$ cat src/rtl/cpu_defs_pkg.sv
// Shared encodings for the multicycle CPU control path: opcodes, FSM states,
// ALU operation, PC source and write-register select codes, plus the bundle
// of datapath control signals produced by the decoder.
package cpu_defs;

  // Opcodes (IR[31:26])
  localparam logic [5:0] OP_ADD   = 6'b000000;
  localparam logic [5:0] OP_SUB   = 6'b000001;
  localparam logic [5:0] OP_ADDIU = 6'b000010;
  localparam logic [5:0] OP_AND   = 6'b010000;
  localparam logic [5:0] OP_ANDI  = 6'b010001;
  localparam logic [5:0] OP_ORI   = 6'b010010;
  localparam logic [5:0] OP_XORI  = 6'b010011;
  localparam logic [5:0] OP_SLL   = 6'b011000;
  localparam logic [5:0] OP_SLTI  = 6'b100110;
  localparam logic [5:0] OP_SLT   = 6'b100111;
  localparam logic [5:0] OP_SW    = 6'b110000;
  localparam logic [5:0] OP_LW    = 6'b110001;
  localparam logic [5:0] OP_BEQ   = 6'b110100;
  localparam logic [5:0] OP_BNE   = 6'b110101;
  localparam logic [5:0] OP_BLTZ  = 6'b110110;
  localparam logic [5:0] OP_J     = 6'b111000;
  localparam logic [5:0] OP_JR    = 6'b111001;
  localparam logic [5:0] OP_JAL   = 6'b111010;
  localparam logic [5:0] OP_HALT  = 6'b111111;

  typedef enum logic [2:0] {
    S_IF     = 3'b000,
    S_ID     = 3'b001,
    S_EXE_LS = 3'b010,
    S_MEM    = 3'b011,
    S_WB_LD  = 3'b100,
    S_EXE_BR = 3'b101,
    S_EXE_AL = 3'b110,
    S_WB_AL  = 3'b111
  } state_t;

  localparam logic [2:0] ALU_ADD = 3'b000;
  localparam logic [2:0] ALU_SUB = 3'b001;
  localparam logic [2:0] ALU_SLL = 3'b010;
  localparam logic [2:0] ALU_OR  = 3'b011;
  localparam logic [2:0] ALU_AND = 3'b100;
  localparam logic [2:0] ALU_SLT = 3'b101;
  localparam logic [2:0] ALU_XOR = 3'b110;

  localparam logic [1:0] PC_NEXT   = 2'b00;
  localparam logic [1:0] PC_BRANCH = 2'b01;
  localparam logic [1:0] PC_RS     = 2'b10;
  localparam logic [1:0] PC_JUMP   = 2'b11;

  localparam logic [1:0] RD_RA = 2'b00;  // $31
  localparam logic [1:0] RD_RT = 2'b01;
  localparam logic [1:0] RD_RD = 2'b10;

  typedef struct packed {
    logic       pc_wre;
    logic       ir_wre;
    logic       ins_mem_rw;
    logic       reg_wre;
    logic [1:0] reg_dst;
    logic       wr_reg_d_src;
    logic       alu_src_a;
    logic       alu_src_b;
    logic       ext_sel;
    logic [2:0] alu_op;
    logic       m_rd;
    logic       m_wr;
    logic       db_data_src;
    logic [1:0] pc_src;
  } ctrl_t;

  function automatic logic is_alu_op(input logic [5:0] op);
    case (op)
      OP_ADD, OP_SUB, OP_ADDIU, OP_AND, OP_ANDI, OP_ORI, OP_XORI,
      OP_SLL, OP_SLTI, OP_SLT: return 1'b1;
      default:                 return 1'b0;
    endcase
  endfunction

  function automatic logic is_branch_op(input logic [5:0] op);
    return (op == OP_BEQ) || (op == OP_BNE) || (op == OP_BLTZ);
  endfunction

  // Anything not recognised here retires in ID as a NOP.
  function automatic logic is_known_op(input logic [5:0] op);
    return is_alu_op(op) || is_branch_op(op) || (op == OP_SW) || (op == OP_LW) ||
           (op == OP_J) || (op == OP_JR) || (op == OP_JAL) || (op == OP_HALT);
  endfunction

endpackage

$ cat src/rtl/mc_control_unit_decode.sv
// Purely combinational control decode.
//   state, op_code, zero, sign -> ctrl (all datapath control signals).
// Reset gating of the write enables is applied by the parent.
module mc_control_decode
  import cpu_defs::*;
(
  input  state_t     state,
  input  logic [5:0] op_code,
  input  logic       zero,
  input  logic       sign,
  output ctrl_t      ctrl
);

  logic taken;

  always_comb begin
    taken = 1'b0;
    case (op_code)
      OP_BEQ:  taken = zero;
      OP_BNE:  taken = ~zero;
      OP_BLTZ: taken = sign;
      default: taken = 1'b0;
    endcase
  end

  always_comb begin
    ctrl              = '0;
    ctrl.ins_mem_rw   = 1'b1;
    ctrl.ext_sel      = 1'b1;
    ctrl.wr_reg_d_src = 1'b1;
    ctrl.reg_dst      = RD_RT;
    ctrl.alu_op       = ALU_ADD;
    ctrl.pc_src       = PC_NEXT;

    // Datapath selects depend only on the opcode.
    case (op_code)
      OP_ADD:   ctrl.reg_dst = RD_RD;
      OP_SUB:   begin ctrl.reg_dst = RD_RD; ctrl.alu_op = ALU_SUB; end
      OP_ADDIU: ctrl.alu_src_b = 1'b1;
      OP_AND:   begin ctrl.reg_dst = RD_RD; ctrl.alu_op = ALU_AND; end
      OP_ANDI:  begin ctrl.alu_src_b = 1'b1; ctrl.ext_sel = 1'b0; ctrl.alu_op = ALU_AND; end
      OP_ORI:   begin ctrl.alu_src_b = 1'b1; ctrl.ext_sel = 1'b0; ctrl.alu_op = ALU_OR;  end
      OP_XORI:  begin ctrl.alu_src_b = 1'b1; ctrl.ext_sel = 1'b0; ctrl.alu_op = ALU_XOR; end
      OP_SLL:   begin ctrl.reg_dst = RD_RD; ctrl.alu_src_a = 1'b1; ctrl.alu_op = ALU_SLL; end
      OP_SLTI:  begin ctrl.alu_src_b = 1'b1; ctrl.alu_op = ALU_SLT; end
      OP_SLT:   begin ctrl.reg_dst = RD_RD; ctrl.alu_op = ALU_SLT; end
      OP_SW, OP_LW: ctrl.alu_src_b = 1'b1;
      OP_BEQ, OP_BNE, OP_BLTZ: ctrl.alu_op = ALU_SUB;
      OP_JAL:   begin ctrl.reg_dst = RD_RA; ctrl.wr_reg_d_src = 1'b0; end
      default:  ;
    endcase

    // Enables and PC source depend on where we are in the instruction.
    case (state)
      S_IF: ctrl.ir_wre = 1'b1;
      S_ID: begin
        if (op_code == OP_J || op_code == OP_JAL) begin
          ctrl.pc_wre = 1'b1;
          ctrl.pc_src = PC_JUMP;
          ctrl.reg_wre = (op_code == OP_JAL);
        end else if (op_code == OP_JR) begin
          ctrl.pc_wre = 1'b1;
          ctrl.pc_src = PC_RS;
        end else if (!is_known_op(op_code)) begin
          ctrl.pc_wre = 1'b1;  // NOP retires here
        end
      end
      S_EXE_BR: begin
        ctrl.pc_wre = 1'b1;
        ctrl.pc_src = taken ? PC_BRANCH : PC_NEXT;
      end
      S_MEM: begin
        if (op_code == OP_SW) begin
          ctrl.m_wr   = 1'b1;
          ctrl.pc_wre = 1'b1;
        end
        if (op_code == OP_LW) begin
          ctrl.m_rd        = 1'b1;
          ctrl.db_data_src = 1'b1;
        end
      end
      S_WB_LD: begin
        ctrl.reg_wre = 1'b1;
        ctrl.pc_wre  = 1'b1;
        if (op_code == OP_LW) begin
          ctrl.m_rd        = 1'b1;
          ctrl.db_data_src = 1'b1;
        end
      end
      S_WB_AL: begin
        ctrl.reg_wre = 1'b1;
        ctrl.pc_wre  = 1'b1;
      end
      default: ;  // S_EXE_LS, S_EXE_AL: no writes
    endcase
  end

endmodule

$ cat src/rtl/mc_control_unit.sv
// Multicycle CPU control unit: IF/ID/EXE/MEM/WB state register, next-state
// logic, and reset gating of every write/read enable.
// Ports: CLK/RST (async active-high), opCode/zero/sign from the datapath,
// state for the board LEDs, and the full set of datapath controls.
module mc_control_unit
  import cpu_defs::*;
(
  input  logic       CLK,
  input  logic       RST,
  input  logic [5:0] opCode,
  input  logic       zero,
  input  logic       sign,
  output logic [2:0] state,
  output logic       PCWre,
  output logic       IRWre,
  output logic       InsMemRW,
  output logic       RegWre,
  output logic [1:0] RegDst,
  output logic       WrRegDSrc,
  output logic       ALUSrcA,
  output logic       ALUSrcB,
  output logic       ExtSel,
  output logic [2:0] ALUOp,
  output logic       mRD,
  output logic       mWR,
  output logic       DBDataSrc,
  output logic [1:0] PCSrc
);

  state_t state_q, state_d;
  ctrl_t  ctrl;

  always_ff @(posedge CLK or posedge RST) begin
    if (RST) state_q <= S_IF;
    else     state_q <= state_d;
  end

  always_comb begin
    state_d = S_IF;
    case (state_q)
      S_IF: state_d = S_ID;
      S_ID: begin
        if (opCode == OP_HALT)                        state_d = S_ID;
        else if (is_branch_op(opCode))                state_d = S_EXE_BR;
        else if (opCode == OP_SW || opCode == OP_LW)  state_d = S_EXE_LS;
        else if (is_alu_op(opCode))                   state_d = S_EXE_AL;
        else                                          state_d = S_IF;  // j/jal/jr, NOP
      end
      S_EXE_AL: state_d = S_WB_AL;
      S_WB_AL:  state_d = S_IF;
      S_EXE_BR: state_d = S_IF;
      S_EXE_LS: state_d = S_MEM;
      S_MEM:    state_d = (opCode == OP_LW) ? S_WB_LD : S_IF;
      S_WB_LD:  state_d = S_IF;
      default:  state_d = S_IF;
    endcase
  end

  mc_control_decode u_decode (
    .state   (state_q),
    .op_code (opCode),
    .zero    (zero),
    .sign    (sign),
    .ctrl    (ctrl)
  );

  assign state     = state_q;
  // Enables are masked while RST is held so an abandoned instruction
  // cannot write anything.
  assign PCWre     = ctrl.pc_wre  & ~RST;
  assign IRWre     = ctrl.ir_wre  & ~RST;
  assign RegWre    = ctrl.reg_wre & ~RST;
  assign mRD       = ctrl.m_rd    & ~RST;
  assign mWR       = ctrl.m_wr    & ~RST;
  assign InsMemRW  = 1'b1;
  assign RegDst    = ctrl.reg_dst;
  assign WrRegDSrc = ctrl.wr_reg_d_src;
  assign ALUSrcA   = ctrl.alu_src_a;
  assign ALUSrcB   = ctrl.alu_src_b;
  assign ExtSel    = ctrl.ext_sel;
  assign ALUOp     = ctrl.alu_op;
  assign DBDataSrc = ctrl.db_data_src;
  assign PCSrc     = ctrl.pc_src;

endmodule

$ cat config.mk
export PLATFORM = sky130hd
export DESIGN_NAME = mc_control_unit
export DESIGN_NICKNAME = d
export VERILOG_FILES = /design/src/rtl/cpu_defs_pkg.sv /design/src/rtl/mc_control_unit_decode.sv /design/src/rtl/mc_control_unit.sv
export SDC_FILE = /design/constraint.sdc
export NUM_CORES = 1
export LEC_CHECK = 0
export BUFFER_PORTS_ARGS = -buffer_cell sky130_fd_sc_hd__buf_2
export CORE_MARGIN = 1.5
export CORE_UTILIZATION = 48
export DETAILED_ROUTE_END_ITERATION = 8
export GPL_ROUTABILITY_DRIVEN = 0
export GPL_TIMING_DRIVEN = 0
export PLACE_DENSITY_LB_ADDON = 0.3
export SETUP_SLACK_MARGIN = 0.1
export SLEW_MARGIN = 20
export SYNTH_ARGS = -nofsm -noshare
export SYNTH_HDL_FRONTEND = slang
export SYNTH_SLANG_ARGS = --single-unit
$ cat constraint.sdc
create_clock -name CLK -period 1.6 [get_ports CLK]
set_clock_uncertainty 0.2 [all_clocks]
set_input_delay 0.08 -clock CLK [delete_from_list [all_inputs] [get_ports CLK]]
set_output_delay 0.08 -clock CLK [all_outputs]
set_load 0.05 [all_outputs]
Word level (Yosys, flattened, before mapping)
Cells that the tools add are included.
{"block": "totals", "regBits": 3, "out_inout_bits": 21, "word_cells": 92}
{"block": "classes", "n_eq_ne": 25, "muxes": 36, "n_bitwise": 7, "n_reduce_logical": 23}
{"cell": "6-bit equality test (second input constant)", "n": 11}
{"cell": "3-bit case mux with 6 select lines", "n": 2}
{"cell": "6-bit by 5-bit equality test with 1-bit output (second input constant)", "n": 5}
{"cell": "1-bit two-way mux", "n": 22}
{"cell": "3-bit two-way mux", "n": 5}
{"cell": "3-bit equality test (second input constant)", "n": 4}
{"cell": "1-bit logical OR", "n": 11}
{"cell": "10-bit OR reduction", "n": 1}
{"cell": "2-bit case mux with 2 select lines", "n": 2}
{"cell": "2-bit OR reduction", "n": 4}
{"cell": "7-bit OR reduction", "n": 1}
{"cell": "3-bit by 2-bit equality test with 1-bit output (second input constant)", "n": 2}
{"cell": "6-bit by 1-bit equality test with 1-bit output (second input constant)", "n": 1}
{"cell": "6-bit by 2-bit equality test with 1-bit output (second input constant)", "n": 1}
{"cell": "6-bit logical NOT", "n": 1}
{"cell": "1-bit case mux with 3 select lines", "n": 2}
{"cell": "3-bit OR reduction", "n": 2}
{"cell": "1-bit bitwise AND", "n": 5}
{"cell": "5-bit OR reduction", "n": 1}
{"cell": "2-bit two-way mux", "n": 2}
{"cell": "4-bit OR reduction", "n": 1}
{"cell": "3-bit by 1-bit equality test with 1-bit output (second input constant)", "n": 1}
{"cell": "3-bit logical NOT", "n": 1}
{"cell": "1-bit NOT", "n": 2}
{"cell": "1-bit case mux with 2 select lines", "n": 1}

Logic depth before layout (Yosys ltp)
Gate-level depths: netlist (run 1).
{"block": "depth", "depth_word": 18, "ltp_mapped": 6}

Modules after synthesis
Synthesis (run 1) repeated with hierarchy kept, for this count alone.
{"block": "unflattened", "hier_cells": 122, "hier_area_um2": 838.3}
{"module": "mc_control_decode", "instances": 1, "cells_each": 80, "area_per_inst_um2": 501.7, "seq_area_each_um2": 0.0}
{"module": "mc_control_unit", "instances": 1, "cells_each": 42, "area_per_inst_um2": 336.6, "seq_area_each_um2": 75.1}

Worst setup path after synthesis (run 1)
OpenSTA, ideal clock, no wires.
{"block": "synth_path", "kind": "register to output", "startpoint": "reg state_q[2] (netlist: state[2])", "endpoint": "out PCSrc[0]", "arrival_time_ps": 2395, "required_ps": 1320, "path_slack_ps": -1075, "stages_incl_launch_ff": 5, "cell_sequence": "dfrtp_1 > buf_2 > nor2b_1 > nand2_1 > o32ai_1"}
{"block": "synth_via", "elab_chain_len": 2, "word_cells_on_any_way": 3}
{"item": "start, declared", "line": "mc_control_unit.sv:30", "text": "state_t state_q, state_d;"}
{"item": "start signal, assigned", "line": "mc_control_unit.sv:35", "text": "else state_q <= state_d;"}
{"item": "3-bit equality test or 3-bit by 1-bit equality test with 1-bit output (tied branches)", "line": "mc_control_unit_decode.sv:54", "text": "case (state)"}
{"item": "2-bit case mux with 2 select lines *", "line": "mc_control_unit_decode.sv:54"}
{"item": "end, declared", "line": "mc_control_unit.sv:27", "text": "output logic [1:0] PCSrc"}
Every way passes the cells marked *; elsewhere a longest branch is shown, timed or not.

Worst setup path in the final report (run 1)
{"block": "layout_path", "startpoint": "reg state_q[0] (netlist: state[0])", "endpoint": "out RegWre"}
{"block": "layout_via", "elab_chain_len": 4, "word_cells_on_any_way": 6}
{"item": "3-bit equality test", "line": "mc_control_unit_decode.sv:54"}
{"item": "2-bit OR reduction (no source line)"}
{"item": "1-bit case mux with 2 select lines *", "line": "mc_control_unit_decode.sv:54"}
{"item": "1-bit bitwise AND *", "line": "mc_control_unit.sv:72", "text": "assign RegWre = ctrl.reg_wre & ~RST;"}
{"item": "end, declared", "line": "mc_control_unit.sv:17", "text": "output logic RegWre,"}
Marks and branches as above.

==> qor.csv, run 1 <==
metric,value,unit
"Worst Path Class, Setup",register to output port,
CTS H-tree depth,1,
Via density,6.69,
Initial Util,51.5,%
final core utilization,92.3,%
RSZ-0062 raised after global routing,true,
DRT iter0 DRCs,73,
pwr dens,1170,nW/µm²
Synth Area in XOR/XNOR,3.39,%
simple-gate area share of the yosys netlist,45.3,%
final setup margin,-0.382,ns
maximum clock path buffer count,2,
# fillers,59,
TNS Setup,-2.66,ns
Crit Reg-Reg Startpoint,state[0]$_DFF_PP0_,
synthesized area,776,µm²
Max Slew Vio Count,0,
max FFs per register,3,
largest family of logic cells by synthesized area,simple AND/OR/NAND/NOR gates,
Avg WL per Cell,22.2,µm
Hold EP,state[0]$_DFF_PP0_,
CTS sink count,3,
worst flop-to-flop path endpoint,state[1]$_DFF_PP0_,
Total Nets Final,161,
TritonCTS Buffers,3,
initial antenna violation count,0,
hold slack,0.194,ns
die height,43.2,µm
Final Cell Area,1390,µm²
Hold Crit Class,input port to register,
Hold Fails Final Rpt,0,
synthesized-area fraction occupied by adder cells,0,%
post-synthesis mux area share,0,%
first-pass GRT wire length,4080,µm
Yosys reg bits,3,
Tot Pwr,1620,µW
area grow syn2layout,79.2,%
Ant. Diodes,0,
layout cells sized above 1,62.0,%
Post-synth ARST share,100,%
Post-synth EDFFs,0,
leak pwr,0.000560,µW
CP startpoint kind,register,
Core Rows,14,
TritonCTS clock tree,yes,
core area,1510,µm²
GRT Resource Usage Total,29.2,%
top post-synthesis cells by count,"9 x nand2_1, 9 x nor2_1, 8 x a21oi_1, 7 x inv_1, 6 x nand3_1",
cell taking the most area after synthesis,dfrtp_1,
DRT antenna net count,0,
R2R setup slack,-0.17,ns
Remaining DRCs,0,
"Arr. time, crit path",1.70,ns
post-synth top area share,9.68,%
Tmin final,1.98,ns
Synth Area in Compound Gates,25.5,%
sequential area share after synthesis,9.68,%
Mean Syn Cell Area,7.46,µm²
Setup crit end kind,output port,
peak supply drop,1.05,mV
Post-DP HPWL,1580,µm
r2r worst-path depth,8,
Cells after Synth,104,
worst path cell trace,buf_8 -> clkinvlp_4 -> nor3_4 -> buf_4 -> buf_6 -> a22oi_2 -> nor2_4 -> buf_6,
Synth area leaders,"dfrtp_1 9.7%, nor4b_4 6.1%, a21oi_1 5.2%, buf_4 4.8%, nand2_1 4.4%",
Clock Pin Slew Worst Setup and Hold Paths,0.05,ns
Final Setup Violations,10,
Port Buf Inserts,27,
die area,1870,µm²
Synth Warn #,0,
number of global-route vias before repair,892,
"Top FF cell, synth",dfrtp_1,
slowest CP cell,dfrtp_2,
Die X,43.2,µm
top cell family by delay on the critical path,buffers and inverters,
DP Area,1090,µm²
final wirelength,3680,µm
"Largest stage delay, worst path",0.37,ns
max cap viols,0,
CP Max Fanout,4,
Hold Crit Depth,4,
CP required,1.32,ns
post-synth cell types,47,
critical path's most frequent cell,buf_6,
remaining global-route overflow,0,
latest clock arrival within the worst-skew pair,0.25,ns
status,"finished, violations left",
largest net degree at the start of global routing,11,
clock root buffer,clkbuf_4,
first-pass iteration count of the detailed router,4,
CP bufs+invs,5,
via count,1111,
Tcrit/Tclk final,124,%
failing checks,negative setup slack,
Syn Nets,114,
Min-Delay Startpoint,opCode[2],
number of I/O pins,31,
maximum clock frequency,505,MHz
logic make-up after synthesis:
group	Yosys count
compound gates	27
flops	3
buf+inv	18
simple gates	52
other cells	1
xor+xnor	3
power by group:
group | switching, µW | internal [µW]
registers | 54.0 | 116
clock network | 54.6 | 94.5
logic | 729 | 576
total | 837 | 787
per-layer routing:
layer  routed length, µm  share of wire (%)  vias up  global-route usage, %
met5                   0                  0        -                      0
met4                 231                6.3        0                   10.3
met3                 382                 10       32                   4.68
met2                1740                 47      110                   47.5
met1                1320                 36      507                   38.5
li1                    -                  -      462                      -
per-stage QoR:
stage,setup WS (ns),instances
floorplan,-0.257,104
global placement,-0.199,147
detailed placement,-0.268,147
CTS,-0.375,162
global route,-0.454,166
finish,-0.382,166
timing repair:
action / CTS / global route
buffers inserted: 10 / 7
endpoints found under the setup margin: 13 / 16
hold endpoints to repair: 3 / 0
pin swaps: 4 / 9
gates resized for setup: 27 / 19
hold buffers: 1 / 0
worst min-delay path: stages:
cell and delay [ns]:
buf_2 0.14, buf_4 0.19, nand4_1 0.11, a21oi_1 0.08
worst max path at each step:
stage	from	end	slack (ns)	cells after the start
floorplan	state[0]$_DFF_PP0_	mWR	-0.26	4
global placement	state[0]$_DFF_PP0_	PCWre	-0.20	6
CTS	state[0]$_DFF_PP0_	RegWre	-0.37	8
global route	state[0]$_DFF_PP0_	PCWre	-0.45	6
detailed placement	state[0]$_DFF_PP0_	PCWre	-0.27	6
finish	state[0]$_DFF_PP0_	RegWre	-0.38	8
final cells by class:
cell class                      instances  area [µm²]  share of cell area, %
Inverter                                7        33.8                   2.43
Multi-Input combinational cell         83         751                   54.0
Clock buffer                            4        26.3                   1.89
Tap cell                               16        20.0                   1.44
Timing Repair Buffer                   42         358                   25.7
Sequential cell                         3        81.3                   5.85
Buffer                                 11         120                   8.64
layout by cell type, fill, tap and decap left out, types with 2 or more instances in the layout:
master,n
o21ai_0,2
nand4_1,2
buf_8,7
nand2b_1,3
nand3_2,2
or3_1,2
nand2_2,3
a21oi_2,3
nor2b_1,2
nand2_1,7
buf_6,14
nor2_4,3
and2b_1,2
a21oi_1,5
xnor2_1,2
nor2_2,4
nand3_1,4
clkinvlp_4,2
a211oi_1,3
a32o_1,2
buf_2,16
nor4b_4,2
nor2_1,4
buf_4,12
clkbuf_4,5
a22oi_2,2
dfrtp_2,2
inv_1,5
Note: power is estimated with default switching activity, not from simulation.
==> run 2, diff against run 1 <==
REMOVE_ABC_BUFFERS = 1   (was default)
==> run 2 against run 1 <==
The run still ends with negative setup slack left. Hold slack lost 0.11 ns. Sequential power is essentially flat. Total power shrank 15%. Worst setup slack gained 0.079 ns. Highest routed layer unchanged.
==> qor.csv, run 2 (same netlist as run 1, synthesis figures left out) <==
metric,value,unit,change
status,"finished, violations left",,
failing checks,negative setup slack,,
CTS H-tree depth,1,,unchanged
final wirelength,2560,µm,-30%
Remaining DRCs,0,,unchanged
Tmin final,1.90,ns,-0.0786 ns
most frequent cells in the layout,"16 x buf_4, 15 x buf_2, 8 x nor2_1, 8 x a21oi_1, 8 x nand2_1",,
Port Buf Inserts,29,,+7.4%
R2R setup slack,0.07,ns,+0.24 ns
Final Setup Violations,8,,-2
first-pass GRT wire length,3890,µm,-4.7%
CTS sink count,3,,unchanged
r2r worst-path depth,5,,-3
pwr dens,1210,nW/µm²,+3.9%
"Arr. time, crit path",1.62,ns,-0.08 ns
Avg WL per Cell,16.3,µm,-26%
Total Nets Final,152,,-5.6%
Core Rows,14,,unchanged
GR met3 Demand/Resource,8.09,%,+3.4 points
RSZ-0062 raised after global routing,true,,
layout cells sized above 1,49.6,%,-12 points
TritonCTS clock tree,yes,,
maximum clock path buffer count,2,,unchanged
"Largest stage delay, worst path",0.44,ns,+0.07 ns
max cap viols,0,,unchanged
dpl ws,-0.301,ns,-0.0329 ns
CP Max Fanout,5,,+1
initial antenna violation count,0,,unchanged
DRT iter0 DRCs,44,,-40%
Die X,43.2,µm,unchanged
Ant. Diodes,0,,unchanged
largest net degree at the start of global routing,21,,+10
"Worst Path Class, Setup",register to output port,,
critical path's most frequent cell,buf_6,,
core area,1510,µm²,unchanged
Most Crowded Layer GR,met2,,
WP depth,6,,-2
Tot Pwr,1380,µW,-15%
number of I/O pins,31,,unchanged
Via density,6.26,,-6.4%
DP Area,846,µm²,-22%
Hold Fails Final Rpt,0,,unchanged
crit path to,PCSrc[0],,
Hold Crit Class,input port to register,,
top cell family by delay on the critical path,buffers and inverters,,
die height,43.2,µm,unchanged
Final Cell Area,1140,µm²,-18%
grt met1 use,32.6,%,-5.8 points
via count,983,,-12%
CP required,1.32,ns,about the same
final setup margin,-0.303,ns,+0.0786 ns
most common library cell in the layout ignoring fill and taps,buf_4,,
slowest CP cell,dfrtp_2,,
CP startpoint kind,register,,
clock root buffer,clkbuf_4,,
Initial Util,51.5,%,unchanged
remaining global-route overflow,0,,unchanged
GRT Resource Usage Total,28.0,%,-1.2 points
worst flop-to-flop path endpoint,state[2]$_DFF_PP0_,,
DRT antenna net count,0,,unchanged
CP bufs+invs,3,,-2
latest clock arrival within the worst-skew pair,0.24,ns,about the same
number of global-route vias before repair,875,,-1.9%
leak pwr,0.000499,µW,-11%
Setup crit end kind,output port,,
Post-DP HPWL,1340,µm,-15%
GR met2 Demand/Resource,43.9,%,-3.6 points
TritonCTS Buffers,3,,unchanged
peak supply drop,1.02,mV,-2.7%
die area,1870,µm²,unchanged
worst path cell trace,nor3_4 -> buf_4 -> buf_6 -> nand2_2 -> o32ai_2 -> buf_6,,
maximum clock frequency,525,MHz,+4.1%
Critical path origin,state[2]$_DFF_PP0_,,
max FFs per register,3,,unchanged
Max Slew Vio Count,0,,unchanged
first-pass iteration count of the detailed router,4,,unchanged
Crit Reg-Reg Startpoint,state[2]$_DFF_PP0_,,
TNS Setup,-1.54,ns,+1.12 ns
Tcrit/Tclk final,119,%,-4.9 points
Clock Pin Slew Worst Setup and Hold Paths,0.03,ns,-0.02 ns
area grow syn2layout,46.5,%,
[run 2: worst min-delay path by stage]
| stage | from | endpoint | slack, ns | cells after the start |
|---|---|---|---|---|
| global route | opCode[2] | state[0]$_DFF_PP0_ | 0.11 | 3 |
| CTS | opCode[2] | state[0]$_DFF_PP0_ | 0.07 | 3 |
| detailed placement | RST | state[2]$_DFF_PP0_ | -0.19 | 2 |
| global placement | RST | state[2]$_DFF_PP0_ | -0.20 | 2 |
| finish | opCode[2] | state[0]$_DFF_PP0_ | 0.08 | 3 |
| floorplan | RST | state[0]$_DFF_PP0_ | -0.36 | 1 |
[run 2: worst reg2reg max path, delay by kind of cell, from the launching register on]
kind / cells / cell delay [ns]
AOI/OAI and AO/OA: 1 / 0.11
and+or+nand+nor: 1 / 0.33
buffers and inverters: 3 / 0.37
DFF: 1 / 0.44
[run 2: routing by layer]
metal / part of all wire (%) / vias to the layer above
met4: 3.7 / 0
met2: 48 / 66
met5: 0 / -
met3: 7.8 / 15
met1: 40 / 455
li1: - / 447
[run 2: report_power, final]
group | total (µW) | switching [µW] | internal (µW)
sequential | 171 | 60.1 | 111
clock | 133 | 39.7 | 93.4
combinational | 1070 | 607 | 468
total | 1380 | 707 | 672
[run 2: stage by stage]
step / std cells / utilization, % / hold WS [ns]
after floorplan: 93 / - / -0.355
after global placement: 138 / 56.1 / -0.199
after detailed placement: 138 / 56.1 / -0.194
after CTS: 153 / 71.3 / 0.0707
after global routing: 157 / 75.4 / 0.106
final: 157 / 75.4 / 0.0840
[run 2: layout make-up]
cell class | count | area [µm²]
Clock buffer | 4 | 26.3
Fill cell | 108 | 370
Timing Repair Buffer | 44 | 342
Tap cell | 16 | 20.0
Sequential cell | 3 | 78.8
Inverter | 7 | 26.3
Multi-Input combinational cell | 83 | 643
[run 2: timing repair]
item | 4_1_cts | 5_1_grt
setup buffers | 10 | 4
setup endpoints to repair | 10 | 13
pin swaps | 10 | 6
hold buffers | 1 | 0
gates resized for setup | 31 | 10
endpoints found under the hold margin | 3 | 0
